File: src/rtl/ps2_transmitter_pkg.sv
// Shared definitions for the PS/2 host-to-device transmitter.
// Holds the FSM state encoding, default timing parameters, the clock filter width
// and the parity helper. Imported by the transmitter and its clock filter.
package ps2_transmitter_pkg;

  // Shift filter length on the raw PS/2 clock pin.
  localparam int unsigned FilterWidth = 8;

  // Defaults sized for a 50 MHz system clock: 120 us inhibit, 15 ms edge timeout.
  localparam int unsigned DefaultInhibitCycles = 6000;
  localparam int unsigned DefaultTimeoutCycles = 750000;

  // Shared inhibit/timeout counter width.
  localparam int unsigned CntWidth = 20;

  // {stop, parity, data[7:0]}
  localparam int unsigned FrameWidth = 10;

  typedef enum logic [2:0] {
    StIdle     = 3'd0,
    StRts      = 3'd1,
    StStart    = 3'd2,
    StData     = 3'd3,
    StStop     = 3'd4,
    StWaitIdle = 3'd5
  } tx_state_e;

  // PS/2 uses odd parity over the 8 data bits.
  function automatic logic odd_parity(input logic [7:0] data);
    return ~^data;
  endfunction

endpackage

File: src/rtl/ps2_transmitter_clk_filter.sv
// PS/2 clock pin filter and falling-edge detector.
// Ports:
//   clk, reset   system clock, asynchronous active-high reset
//   ps2c_i       raw PS/2 clock pin level
//   ps2c_f_o     filtered clock level (registered)
//   neg_edge_o   high in the cycle the filtered level is about to go 1 -> 0
module ps2_transmitter_clk_filter
  import ps2_transmitter_pkg::*;
(
  input  logic clk,
  input  logic reset,
  input  logic ps2c_i,
  output logic ps2c_f_o,
  output logic neg_edge_o
);

  logic [FilterWidth-1:0] filter_q, filter_d;
  logic                   f_q, f_d;

  // The filtered level only moves once the whole window agrees; mixed windows hold it.
  always_comb begin
    filter_d = {ps2c_i, filter_q[FilterWidth-1:1]};
    f_d      = f_q;
    if (&filter_d) begin
      f_d = 1'b1;
    end else if (~|filter_d) begin
      f_d = 1'b0;
    end
  end

  always_ff @(posedge clk or posedge reset) begin
    if (reset) begin
      filter_q <= '0;
      f_q      <= 1'b0;
    end else begin
      filter_q <= filter_d;
      f_q      <= f_d;
    end
  end

  assign ps2c_f_o   = f_q;
  assign neg_edge_o = f_q & ~f_d;

endmodule

File: src/rtl/ps2_transmitter.sv
// PS/2 host-to-device transmitter: request-to-send inhibit, 8 data bits, odd parity
// and stop clocked out on device falling edges, then the device acknowledge check.
// Ports:
//   clk, reset        system clock, asynchronous active-high reset
//   wr_ps2_i          one-cycle send request (ignored unless idle)
//   din_i             byte to send, latched on accept
//   ps2c_i, ps2d_i    raw PS/2 clock/data pin levels
//   ps2c_oe_o         1 = pull clock low
//   ps2d_oe_o         1 = pull data low
//   tx_idle_o         1 while idle (gates the receiver)
//   tx_done_tick_o    pulse: frame sent and acknowledged
//   tx_err_tick_o     pulse: NACK or edge timeout
module ps2_transmitter
  import ps2_transmitter_pkg::*;
#(
  parameter int unsigned INHIBIT_CYCLES = DefaultInhibitCycles,
  parameter int unsigned TIMEOUT_CYCLES = DefaultTimeoutCycles
) (
  input  logic       clk,
  input  logic       reset,
  input  logic       wr_ps2_i,
  input  logic [7:0] din_i,
  input  logic       ps2c_i,
  input  logic       ps2d_i,
  output logic       ps2c_oe_o,
  output logic       ps2d_oe_o,
  output logic       tx_idle_o,
  output logic       tx_done_tick_o,
  output logic       tx_err_tick_o
);

  localparam logic [CntWidth-1:0] InhibitLast = CntWidth'(INHIBIT_CYCLES - 1);
  localparam logic [CntWidth-1:0] TimeoutLast = CntWidth'(TIMEOUT_CYCLES - 1);
  localparam logic [CntWidth-1:0] TimeoutSat  = CntWidth'(TIMEOUT_CYCLES);

  tx_state_e             state_q;
  logic [CntWidth-1:0]   cnt_q;
  logic [3:0]            bit_cnt_q;
  logic [3:0]            bit_nxt;
  logic [FrameWidth-1:0] frame_q;
  logic                  nack_q;
  logic                  ps2c_oe_q, ps2d_oe_q, tx_idle_q, done_q, err_q;
  logic                  ps2c_f, neg_edge;

  ps2_transmitter_clk_filter u_clk_filter (
    .clk       (clk),
    .reset     (reset),
    .ps2c_i    (ps2c_i),
    .ps2c_f_o  (ps2c_f),
    .neg_edge_o(neg_edge)
  );

  assign bit_nxt = bit_cnt_q + 4'd1;

  always_ff @(posedge clk or posedge reset) begin
    if (reset) begin
      state_q   <= StIdle;
      cnt_q     <= '0;
      bit_cnt_q <= '0;
      frame_q   <= '0;
      nack_q    <= 1'b0;
      ps2c_oe_q <= 1'b0;
      ps2d_oe_q <= 1'b0;
      tx_idle_q <= 1'b1;
      done_q    <= 1'b0;
      err_q     <= 1'b0;
    end else begin
      done_q <= 1'b0;
      err_q  <= 1'b0;
      unique case (state_q)
        StIdle: begin
          if (wr_ps2_i) begin
            frame_q   <= {1'b1, odd_parity(din_i), din_i};
            cnt_q     <= '0;
            ps2c_oe_q <= 1'b1;
            tx_idle_q <= 1'b0;
            state_q   <= StRts;
          end
        end
        StRts: begin
          if (cnt_q == InhibitLast) begin
            // Release clock and pull data low together: this is the start bit.
            ps2c_oe_q <= 1'b0;
            ps2d_oe_q <= 1'b1;
            cnt_q     <= '0;
            state_q   <= StStart;
          end else begin
            cnt_q <= cnt_q + 1'b1;
          end
        end
        StStart, StData, StStop, StWaitIdle: begin
          if (state_q == StWaitIdle && ps2c_f && ps2d_i) begin
            done_q    <= ~nack_q;
            err_q     <= nack_q;
            tx_idle_q <= 1'b1;
            state_q   <= StIdle;
          end else if (neg_edge) begin
            cnt_q <= '0;
            if (state_q == StStart) begin
              ps2d_oe_q <= ~frame_q[0];
              bit_cnt_q <= '0;
              state_q   <= StData;
            end else if (state_q == StData) begin
              // bit_cnt_q == 8 means parity is on the line; this edge puts stop out.
              if (bit_cnt_q == 4'd8) begin
                ps2d_oe_q <= 1'b0;
                state_q   <= StStop;
              end else begin
                bit_cnt_q <= bit_nxt;
                ps2d_oe_q <= ~frame_q[bit_nxt];
              end
            end else if (state_q == StStop) begin
              nack_q  <= ps2d_i;
              state_q <= StWaitIdle;
            end
          end else if (cnt_q == TimeoutLast) begin
            cnt_q     <= TimeoutSat;
            ps2c_oe_q <= 1'b0;
            ps2d_oe_q <= 1'b0;
            err_q     <= 1'b1;
            tx_idle_q <= 1'b1;
            state_q   <= StIdle;
          end else begin
            cnt_q <= cnt_q + 1'b1;
          end
        end
        default: begin
          ps2c_oe_q <= 1'b0;
          ps2d_oe_q <= 1'b0;
          tx_idle_q <= 1'b1;
          state_q   <= StIdle;
        end
      endcase
    end
  end

  assign ps2c_oe_o      = ps2c_oe_q;
  assign ps2d_oe_o      = ps2d_oe_q;
  assign tx_idle_o      = tx_idle_q;
  assign tx_done_tick_o = done_q;
  assign tx_err_tick_o  = err_q;

endmodule

File: config.mk
export PLATFORM = sky130hd
export DESIGN_NAME = ps2_transmitter
export DESIGN_NICKNAME = d
export VERILOG_FILES = /design/src/rtl/ps2_transmitter_pkg.sv /design/src/rtl/ps2_transmitter_clk_filter.sv /design/src/rtl/ps2_transmitter.sv
export SDC_FILE = /design/constraint.sdc
export NUM_CORES = 1
export LEC_CHECK = 0
export CORE_MARGIN = 2
export CORE_UTILIZATION = 58
export CTS_CLUSTER_DIAMETER = 100
export DETAILED_ROUTE_END_ITERATION = 8
export PLACE_DENSITY = 0.78
export SLEW_MARGIN = 15
export SYNTH_ARGS = -nofsm -noshare
export SYNTH_HDL_FRONTEND = slang
export SYNTH_SLANG_ARGS = --single-unit
File: constraint.sdc
create_clock -name clk -period 6.5 [get_ports clk]
set_input_delay 0.65 -clock clk [delete_from_list [all_inputs] [get_ports clk]]
set_output_delay 0.65 -clock clk [all_outputs]
set_load 0.01 [all_outputs]
==> impl_metrics.env, run 1 <==
export IMPL_initial_core_util_pct=60.0
export IMPL_synth_top_family_by_area="simple AND/OR/NAND/NOR gates"
export IMPL_rsz0062_at_grt="no"
export IMPL_end_kind="flip-flop"
export IMPL_skew_ns=0.0104
export IMPL_wl_met2_mm=2.66
export IMPL_die_y_um=73.7
export IMPL_die_area_sq_um=5430
export IMPL_cts_hold_repair_buffers=0
export IMPL_finalMaxSlewViolations=0
export IMPL_diodes=0
export IMPL_vias=2284
export IMPL_postCtsSetupBuffers=0
export IMPL_layout_min_cycle_time_ns=2.77
export IMPL_die_w_um=73.7
export IMPL_area_delta_synth_final_pct=10.1
export IMPL_hold_start="u_clk_filter.filter_q[5]$_DFF_PP0_"
export IMPL_netlist_instances=294
export IMPL_cp_data_arrival_time_ns=2.97
export IMPL_core_area_sq_um=4690
export IMPL_synth_area_sq_um=2820
export IMPL_relSlewSlack_pct=43.2
export IMPL_hpwl_mm=4.24
export IMPL_r2r_start="state_q[2]$_DFFE_PP0P_"
export IMPL_place_congestion=0.923
export IMPL_seq_area_frac_synth_pct=45.4
export IMPL_gr_usage_all_layers_pct=23.5
export IMPL_clk_latency_ns=0.31
export IMPL_cts_sinks=51
export IMPL_syn_nets=312
export IMPL_grt_antenna_before_repair=0
export IMPL_final_util_pct=66.1
export IMPL_yosys_warnings=0
export IMPL_drt_wl_total_mm=5.91
export IMPL_path_clk_slew_ns=0.10
export IMPL_startpoint_type="flip-flop"
export IMPL_io_pins=18
export IMPL_max_freq_ghz=0.361
export IMPL_synth_xor_area_share_pct=3.42
export IMPL_cts_tree="done"
export IMPL_wl_met3_um=305
export IMPL_fin_setup_tns_ns=0
export IMPL_avgRoutedWirePerCell_um=16.2
export IMPL_p_per_area_nw_per_um2=273
export IMPL_ant_nets=0
export IMPL_drtIter0Drc=250
export IMPL_grt_pass1_vias=2062
export IMPL_min_path_cells=0
export IMPL_synth_flop_cell="dfrtp_1"
export IMPL_met1_length_mm=2.91
export IMPL_ff2ff_setup_slack_ns=3.73
export IMPL_ys_seq_elements=51
export IMPL_drc=0
export IMPL_synth_mux_area_share_pct=8.17
export IMPL_status="completed"
export IMPL_fin_hold_ws_ns=0.411
export IMPL_clockRootBuffer="clkbuf_8"
export IMPL_fp_row_count=25
export IMPL_critPathMaxFanout=13
export IMPL_dr_pass1_iters=4
export IMPL_async_flop_share_pct=100
export IMPL_worst_r2r_cell_count=6
export IMPL_clk_path_buf_depth=2
export IMPL_cts_buffers=5
export IMPL_cts_max_level=2
export IMPL_required_ns=6.70
export IMPL_tightest_slew_ns=0.851
export IMPL_synth_compound_area_share_pct=15.3
export IMPL_vdd_drop_max_uv=209
export IMPL_finalSetupViolCount=0
export IMPL_synth_fa_ha_area_share_pct=2.22
export IMPL_hold_viol=0
export IMPL_drive_gt1_share_pct=10.3
export IMPL_grt_overflow=0
export IMPL_period_share_pct=42.7
export IMPL_cap_violations=0
export IMPL_post_cts_resized=0
export IMPL_reg2reg_to="cnt_q[12]$_DFFE_PP0P_"
export IMPL_power_leakage_nw=1.20
export IMPL_critPathKind="reg2reg"
export IMPL_synth_distinct_cells=49
export IMPL_holdPathEnd="u_clk_filter.filter_q[4]$_DFF_PP0_"
export IMPL_grt_pass1_wl_mm=9.80
export IMPL_synth_edf_count=0
export IMPL_topRoutingLayerUsed="met4"
export IMPL_nNetsFinal=327
export IMPL_viasPerCell=6.27
export IMPL_hp_class="reg2reg"
export IMPL_avgSynthCellArea_sq_um=9.58
export IMPL_port_buffer_count=17
export IMPL_synth_simple_gate_area_share_pct=22.3
export IMPL_grt_start_max_net_pins=52
worst max-delay path, cell delays in order (launching register included):
cell	delay, ns
dfrtp_1	0.60
inv_1	0.09
ha_1	0.45
nor3_1	0.15
nor3_1	0.65
nand2_2	0.32
o41ai_1	0.40
registers in the layout (all words and copies together), names as in the netlist, 3 cells and up:
register,cells
bit_cnt_q,4
cnt_q,20
frame_q,10
state_q,3
u_clk_filter.filter_q,7
power by group:
part           internal [mW]  total [mW]  switching (mW)  leakage, nW
sequential             0.367       0.406          0.0387        0.655
clock                 0.0793       0.191           0.111       0.0491
combinational          0.113       0.250           0.137        0.497
metrics by stage:
step / cells / power [mW] / instance area, sq um / setup slack, ns
6_report: 364 / 0.846 / 3100 / 3.73
5_1_grt: 364 / 0.898 / 3100 / 3.57
4_1_cts: 364 / 0.852 / 3100 / 3.76
3_5_place_dp: 356 / 0.661 / 3000 / 3.56
3_3_place_gp: 356 / 0.655 / 3000 / 3.66
2_1_floorplan: 294 / 0.600 / 2820 / 4.13
cell usage after synthesis, drive strengths merged (2+ instances only):
library cell  number  area (sq um)
dfrtp             50          1250
o21ai             29           145
nand2             23          88.8
nand3             19          95.1
a21oi             18          90.1
nor2              15          56.3
nor3              14          75.1
mux2              12           135
inv               11          41.3
nand4              9          56.3
xnor2              9          78.8
and3               8          60.1
nand2b             7          43.8
clkbuf             6          22.5
o31ai              6          45.0
ha                 5          62.6
mux2i              5          50.1
nor4               5          31.3
and2               4          25.0
or2                4          25.0
a31oi              3          18.8
buf                3          27.5
o2bb2ai            3          26.3
or4b               3          30.0
a21boi             2          15.0
mux4               2          45.0
or3                2          12.5
or4                2          15.0
xor2               2          17.5
cell families after synthesis:
logic type / Yosys count
simple gates: 117
compound gates: 71
flops: 51
buf+inv: 20
mux: 19
xor+xnor: 11
fa+ha+maj: 5
worst max path at each step:
stage / from / slack, ns / to
after global placement: ps2c_i / 3.66 / bit_cnt_q[2]$_DFFE_PP0P_
after detailed placement: ps2c_i / 3.56 / bit_cnt_q[1]$_DFFE_PP0P_
after global routing: ps2c_i / 3.57 / bit_cnt_q[0]$_DFFE_PP0P_
after CTS: state_q[2]$_DFFE_PP0P_ / 3.76 / cnt_q[12]$_DFFE_PP0P_
after floorplan: state_q[2]$_DFFE_PP0P_ / 4.13 / cnt_q[12]$_DFFE_PP0P_
final: state_q[2]$_DFFE_PP0P_ / 3.73 / cnt_q[12]$_DFFE_PP0P_
metal layers:
metal / global-route usage [%] / vias to the layer above
met4: 5.45 / 0
met5: 0 / -
met1: 36.9 / 1090
met2: 33.4 / 69
li1: - / 1120
met3: 4.53 / 5
placed cells by master (no fill, tap or decap), types with 5 or more instances in the layout:
| cell type | instances |
|---|---|
| a21oi_1 | 18 |
| and3_1 | 6 |
| clkbuf_8 | 5 |
| clkdlybuf4s50_1 | 17 |
| dfrtp_1 | 50 |
| ha_1 | 5 |
| inv_1 | 10 |
| mux2_2 | 10 |
| mux2i_1 | 5 |
| nand2_1 | 22 |
| nand2b_1 | 7 |
| nand3_1 | 19 |
| nand4_1 | 9 |
| nor2_1 | 15 |
| nor3_1 | 13 |
| nor4_1 | 5 |
| o21ai_0 | 9 |
| o21ai_1 | 20 |
| o31ai_1 | 6 |
| xnor2_1 | 9 |
cell type report:
type | instances | area, sq um
Fill cell | 406 | 1590
Multi-Input combinational cell | 223 | 1450
Sequential cell | 51 | 1280
Timing Repair Buffer | 17 | 170
Clock buffer | 5 | 68.8
Tap cell | 54 | 67.6
Inverter | 11 | 42.5
Clock inverter | 3 | 26.3
Note: power is estimated with default switching activity, not from simulation.
==> run 2, diff against run 1 <==
Clock period 6.5 ns to 2.6 ns, I/O delays scaled along.
==> run 2 against run 1 <==
  * Sequential share of layout area fell by 0.89 points
  * Die area did not move
  * Final area rose by 2.2%
  * Count of clock-buffer cells in the layout did not move
  * Combinational power rose to 2.6 times the previous value
  * Clock power rose to 2.7 times the previous value
  * Critical path depth rose by 1
  * Via count rose by 0.96%
  * Hold slack got worse by 0.13 ns
  * Largest cell class unchanged
==> impl_metrics.env, run 2 (synthesis gave the netlist of run 1 again) <==
export IMPL_hp_class="in2async"
export IMPL_final_common_cell="dfrtp_1"
export IMPL_period_share_pct=89.8
export IMPL_core_area_sq_um=4690
export IMPL_clockRootBuffer="clkbuf_8"
export IMPL_critPathKind="reg2reg"
export IMPL_post_place_ws_ns=0.158
export IMPL_end_kind="flip-flop"
export IMPL_p_per_area_nw_per_um2=685
export IMPL_rsz0062_at_grt="no"
export IMPL_io_pins=18
export IMPL_drt_wl_total_mm=6.06
export IMPL_r2r_start="cnt_q[0]$_DFFE_PP0P_"
export IMPL_p_sw_share_pct=34.5
export IMPL_skew_ns=0.0132
export IMPL_avgRoutedWirePerCell_um=16.3
export IMPL_grt_start_max_net_pins=26
export IMPL_startpoint_type="flip-flop"
export IMPL_diodes=0
export IMPL_top_register="cnt_q"
export IMPL_required_ns=2.85
export IMPL_drc=0
export IMPL_finalSetupViolCount=0
export IMPL_p_int_mw=1.42
export IMPL_grt_antenna_before_repair=0
export IMPL_clk_latency_ns=0.31
export IMPL_fp_row_count=25
export IMPL_final_cell_mix="dfrtp_1, nand2_1, o21ai_1"
export IMPL_cts_max_level=2
export IMPL_drtIter0Drc=246
export IMPL_die_w_um=73.7
export IMPL_critPathMaxFanout=10
export IMPL_path_clk_slew_ns=0.11
export IMPL_largest_register_ff_count=20
export IMPL_dr_pass1_iters=4
export IMPL_postCtsSetupBuffers=0
export IMPL_startpoint="cnt_q[0]$_DFFE_PP0P_"
export IMPL_cts_tree="done"
export IMPL_drive_gt1_share_pct=12.9
export IMPL_vias=2306
export IMPL_reg2reg_to="cnt_q[18]$_DFFE_PP0P_"
export IMPL_ant_nets=0
export IMPL_fin_setup_tns_ns=0
export IMPL_viasPerCell=6.20
export IMPL_seqPwrFrac_pct=46.8
export IMPL_hold_viol=0
export IMPL_initial_core_util_pct=60.0
export IMPL_setup_slack_ns=0.265
export IMPL_worst_r2r_cell_count=7
export IMPL_place_congestion=0.906
export IMPL_tightest_slew_ns=0.599
export IMPL_nNetsFinal=335
export IMPL_status="completed"
export IMPL_cp_data_arrival_time_ns=2.59
export IMPL_hpwl_mm=4.54
export IMPL_relSlewSlack_pct=59.7
export IMPL_max_freq_ghz=0.428
export IMPL_grt_pass1_vias=2064
export IMPL_vdd_drop_max_uv=467
export IMPL_area_delta_synth_final_pct=12.5
export IMPL_grt_pass1_wl_mm=10.2
export IMPL_crit_end="cnt_q[18]$_DFFE_PP0P_"
export IMPL_layout_min_cycle_time_ns=2.33
export IMPL_cts_sinks=51
export IMPL_port_buffer_count=17
export IMPL_cts_hold_repair_buffers=0
export IMPL_clock_power_share_pct=23.4
export IMPL_cts_buffers=5
export IMPL_die_area_sq_um=5430
export IMPL_p_sw_uw=748
export IMPL_grt_overflow=0
export IMPL_gr_usage_all_layers_pct=24.6
export IMPL_ff2ff_setup_slack_ns=0.27
export IMPL_p_comb_share_pct=29.8
export IMPL_power_leakage_nw=1.24
export IMPL_clk_path_buf_depth=2
export IMPL_die_y_um=73.7
export IMPL_reg_top3="cnt_q x20, frame_q x10, u_clk_filter.filter_q x7"
export IMPL_cap_violations=0
export IMPL_finalMaxSlewViolations=0
run 2: cell types whose count changed in the layout (fill, tap and decap cells not counted), sizes merged:
cell,previous run,this run
buf,0,8
inv,12,14
clkinv,2,0
run 2: power groups by stage:
stage	Sequential [mW]	Combinational [mW]	Clock, mW
6_report	1.02	0.647	0.507
5_1_grt	1.03	0.714	0.543
4_1_cts	1.02	0.643	0.521
3_5_place_dp	1.03	0.641	0
3_3_place_gp	1.03	0.627	0
2_1_floorplan	0.997	0.502	0
run 2: layout make-up:
cell class / instances / area (sq um)
fill: 358 / 1520
multi-input combinational: 223 / 1450
sequential: 51 / 1280
timing repair buffer: 25 / 230
clock buffer: 5 / 68.8
tap: 54 / 67.6
inverter: 11 / 41.3
clock inverter: 3 / 31.3
run 2: how the worst min path moves through the flow:
stage	cells past startpoint	startpoint	to	slack [ns]
3_3_place_gp	0	u_clk_filter.filter_q[6]$_DFF_PP0_	u_clk_filter.filter_q[5]$_DFF_PP0_	0.39
6_report	2	reset	cnt_q[1]$_DFFE_PP0P_	0.28
3_5_place_dp	0	u_clk_filter.filter_q[6]$_DFF_PP0_	u_clk_filter.filter_q[5]$_DFF_PP0_	0.39
4_1_cts	2	reset	cnt_q[1]$_DFFE_PP0P_	0.29
5_1_grt	2	reset	cnt_q[1]$_DFFE_PP0P_	0.35
2_1_floorplan	0	ps2c_i	u_clk_filter.filter_q[7]$_DFF_PP0_	0.29
run 2: critical path, stage by stage, from the launching register on:
cell and delay [ns]:
dfrtp_1 0.46, ha_1 0.26, and3_4 0.21, and3_4 0.19, a211o_1 0.39, o21a_4 0.21, or4_1 0.46, o21ai_1 0.08
run 2: per-layer routing:
metal / vias to the layer above / share of wire (%) / track usage (%)
li1: 1134 / - / -
met1: 1090 / 49 / 37.1
met3: 15 / 5.4 / 5.76
met5: - / 0 / 0
met2: 67 / 43 / 34.8
met4: 0 / 2.2 / 8.28
run 2: timing repair:
action / in CTS / in global routing
setup endpoints to repair: 0 / 1
endpoints found under the hold margin: 0 / 0
resized for setup: 0 / 1
run 2: per-stage QoR:
stage	utilization (%)	std cells	instance area (sq um)	power [mW]	hold WS [ns]
3_3_place_gp	65.3	364	3060	1.66	0.386
3_5_place_dp	65.3	364	3060	1.67	0.390
5_1_grt	67.5	372	3170	2.29	0.352
2_1_floorplan	-	294	2820	1.50	0.291
6_report	67.5	372	3170	2.17	0.284
4_1_cts	67.4	372	3160	2.18	0.292
==> run 3, diff against run 2 <==
Settings changed: CORE_UTILIZATION 58 to 35, PLACE_DENSITY 0.78 to default.
==> run 3 against run 2 <==
  * Final area rose by 3.1%
  * Sequential power barely moved
  * Largest power group unchanged
  * Maximum frequency fell by 2.5%
  * Clock power rose by 14%
  * Die area rose by 62%
  * Register-to-register slack got worse by 0.06 ns
  * Critical endpoint is now cnt_q[9]$_DFFE_PP0P_
  * Flip-flop and latch count did not move
  * Routed wire length rose by 1.6%
  * Critical path type unchanged
  * Count of clock-buffer cells in the layout did not move
==> impl_metrics.env, run 3 (synthesis gave the netlist of run 1 again) <==
export IMPL_max_freq_ghz=0.418
export IMPL_vdd_drop_max_uv=278
export IMPL_reg_top3="cnt_q x20, frame_q x10, u_clk_filter.filter_q x7"
export IMPL_r2r_start="cnt_q[13]$_DFFE_PP0P_"
export IMPL_clk_latency_ns=0.31
export IMPL_reg2reg_to="cnt_q[9]$_DFFE_PP0P_"
export IMPL_die_w_um=93.7
export IMPL_tightest_slew_ns=0.565
export IMPL_die_area_sq_um=8780
export IMPL_die_y_um=93.7
export IMPL_grt_pass1_vias=2071
export IMPL_cts_max_level=2
export IMPL_gr_usage_all_layers_pct=15.0
export IMPL_p_sw_share_pct=32.8
export IMPL_place_congestion=0.905
export IMPL_cts_buffers=5
export IMPL_cap_violations=0
export IMPL_cts_tree="done"
export IMPL_largest_register_ff_count=20
export IMPL_dr_pass1_iters=4
export IMPL_drt_wl_total_mm=6.16
export IMPL_final_cell_mix="dfrtp_1, nand2_1, o21ai_1"
export IMPL_period_share_pct=92.1
export IMPL_diodes=0
export IMPL_relSlewSlack_pct=62.0
export IMPL_finalSetupViolCount=0
export IMPL_grt_start_max_net_pins=52
export IMPL_clk_path_buf_depth=2
export IMPL_grt_antenna_before_repair=0
export IMPL_viasPerCell=5.48
export IMPL_fin_hold_ws_ns=0.290
export IMPL_layout_min_cycle_time_ns=2.39
export IMPL_end_kind="flip-flop"
export IMPL_drtIter0Drc=112
export IMPL_cpMaxStageDelayCell="or4b_1"
export IMPL_cts_sinks=51
export IMPL_p_sw_uw=739
export IMPL_place_area_sq_um=3150
export IMPL_skew_ns=0.00634
export IMPL_cpLargestDelayFamily="simple AND/OR/NAND/NOR gates"
export IMPL_post_cts_resized=0
export IMPL_hold_viol=0
export IMPL_fillerInstances=780
export IMPL_nNetsFinal=337
export IMPL_p_comb_share_pct=28.7
export IMPL_postCtsSetupBuffers=0
export IMPL_io_pins=18
export IMPL_power_leakage_nw=1.27
export IMPL_top_register="cnt_q"
export IMPL_clockRootBuffer="clkbuf_8"
export IMPL_grt_overflow=0
export IMPL_critical_path_buf_inv_count=0
export IMPL_port_buffer_count=17
export IMPL_area_delta_synth_final_pct=16.0
export IMPL_multi_input_area_sq_um=1450
export IMPL_status="completed"
export IMPL_avgRoutedWirePerCell_um=14.6
export IMPL_seqPwrFrac_pct=45.5
export IMPL_rsz0062_at_grt="no"
export IMPL_initial_core_util_pct=36.3
export IMPL_clock_power_share_pct=25.7
export IMPL_finalMaxSlewViolations=0
export IMPL_seq_area_sq_um=1280
export IMPL_worst_r2r_cell_count=6
export IMPL_vias=2311
export IMPL_fp_row_count=32
export IMPL_critPathMaxStageDelay_ns=0.55
export IMPL_critPathKind="reg2reg"
export IMPL_drc=0
export IMPL_cp_data_arrival_time_ns=2.60
export IMPL_core_area_sq_um=7770
export IMPL_cts_hold_repair_buffers=0
export IMPL_final_common_cell="dfrtp_1"
export IMPL_crit_chain="or4b_1 -> nor3_1 -> a211o_1 -> o21ai_1 -> nand2_1 -> o22ai_1"
export IMPL_p_per_area_nw_per_um2=688
export IMPL_path_clk_slew_ns=0.10
export IMPL_fin_area_sq_um=3270
export IMPL_hpwl_mm=4.48
export IMPL_startpoint_type="flip-flop"
export IMPL_required_ns=2.80
export IMPL_fin_setup_tns_ns=0
export IMPL_final_util_pct=42.1
export IMPL_drive_gt1_share_pct=13.1
export IMPL_critPathMaxFanout=10
export IMPL_hp_class="in2async"
export IMPL_ff2ff_setup_slack_ns=0.21
export IMPL_p_int_mw=1.51
export IMPL_ant_nets=0
export IMPL_grt_pass1_wl_mm=10.4
==> run 3: cell count changes in the layout (fill, tap and decap cells not counted), sizes merged <==
cell    change
buf         +2
inv         -2
bufinv      +1
clkinv      +1
==> run 3: area by class of cell <==
type / instances / share of cell area, %
tap: 102 / 3.91
timing repair buffer: 27 / 7.89
sequential: 51 / 39.1
inverter: 11 / 1.26
multi-input combinational: 223 / 44.3
clock buffer: 5 / 2.11
clock inverter: 3 / 1.45
==> run 3: power by group through the flow <==
stage / Clock (mW) / Combinational [mW] / Sequential (mW)
2_1_floorplan: 0 / 0.502 / 0.997
3_3_place_gp: 0 / 0.638 / 1.03
3_5_place_dp: 0 / 0.647 / 1.04
4_1_cts: 0.606 / 0.648 / 1.02
5_1_grt: 0.637 / 0.721 / 1.05
6_report: 0.579 / 0.646 / 1.02
==> run 3: worst register-to-register path: stages (launching register included) <==
cell,delay [ns]
dfrtp_1,0.46
or4b_1,0.55
nor3_1,0.36
a211o_1,0.41
o21ai_1,0.20
nand2_1,0.22
o22ai_1,0.09
==> run 3: metal layers <==
| metal | vias to the layer above | share of wire (%) | track usage [%] |
|---|---|---|---|
| met3 | 10 | 3.7 | 2.65 |
| met2 | 48 | 45 | 21.9 |
| met1 | 1120 | 50 | 22.2 |
| met5 | - | 0 | 0 |
| met4 | 0 | 1.6 | 5.31 |
| li1 | 1133 | - | - |
==> run 3: how the worst max path moves through the flow <==
stage                                  to  cells past startpoint  slack (ns)              startpoint
global placement     cnt_q[9]$_DFFE_PP0P_                      7        0.22                  ps2c_i
detailed placement   cnt_q[9]$_DFFE_PP0P_                      7        0.11                  ps2c_i
finish               cnt_q[9]$_DFFE_PP0P_                      6        0.21   cnt_q[13]$_DFFE_PP0P_
floorplan           cnt_q[12]$_DFFE_PP0P_                      8        0.23  state_q[2]$_DFFE_PP0P_
global route         cnt_q[2]$_DFFE_PP0P_                      6        0.07   cnt_q[13]$_DFFE_PP0P_
CTS                  cnt_q[9]$_DFFE_PP0P_                      6        0.21   cnt_q[13]$_DFFE_PP0P_
==> run 3: metrics by stage <==
step / power, mW / setup WS (ns) / instances
final: 2.25 / 0.206 / 422
after global routing: 2.40 / 0.0741 / 422
after CTS: 2.28 / 0.206 / 422
after detailed placement: 1.69 / 0.112 / 414
after global placement: 1.67 / 0.221 / 414
after floorplan: 1.50 / 0.225 / 294
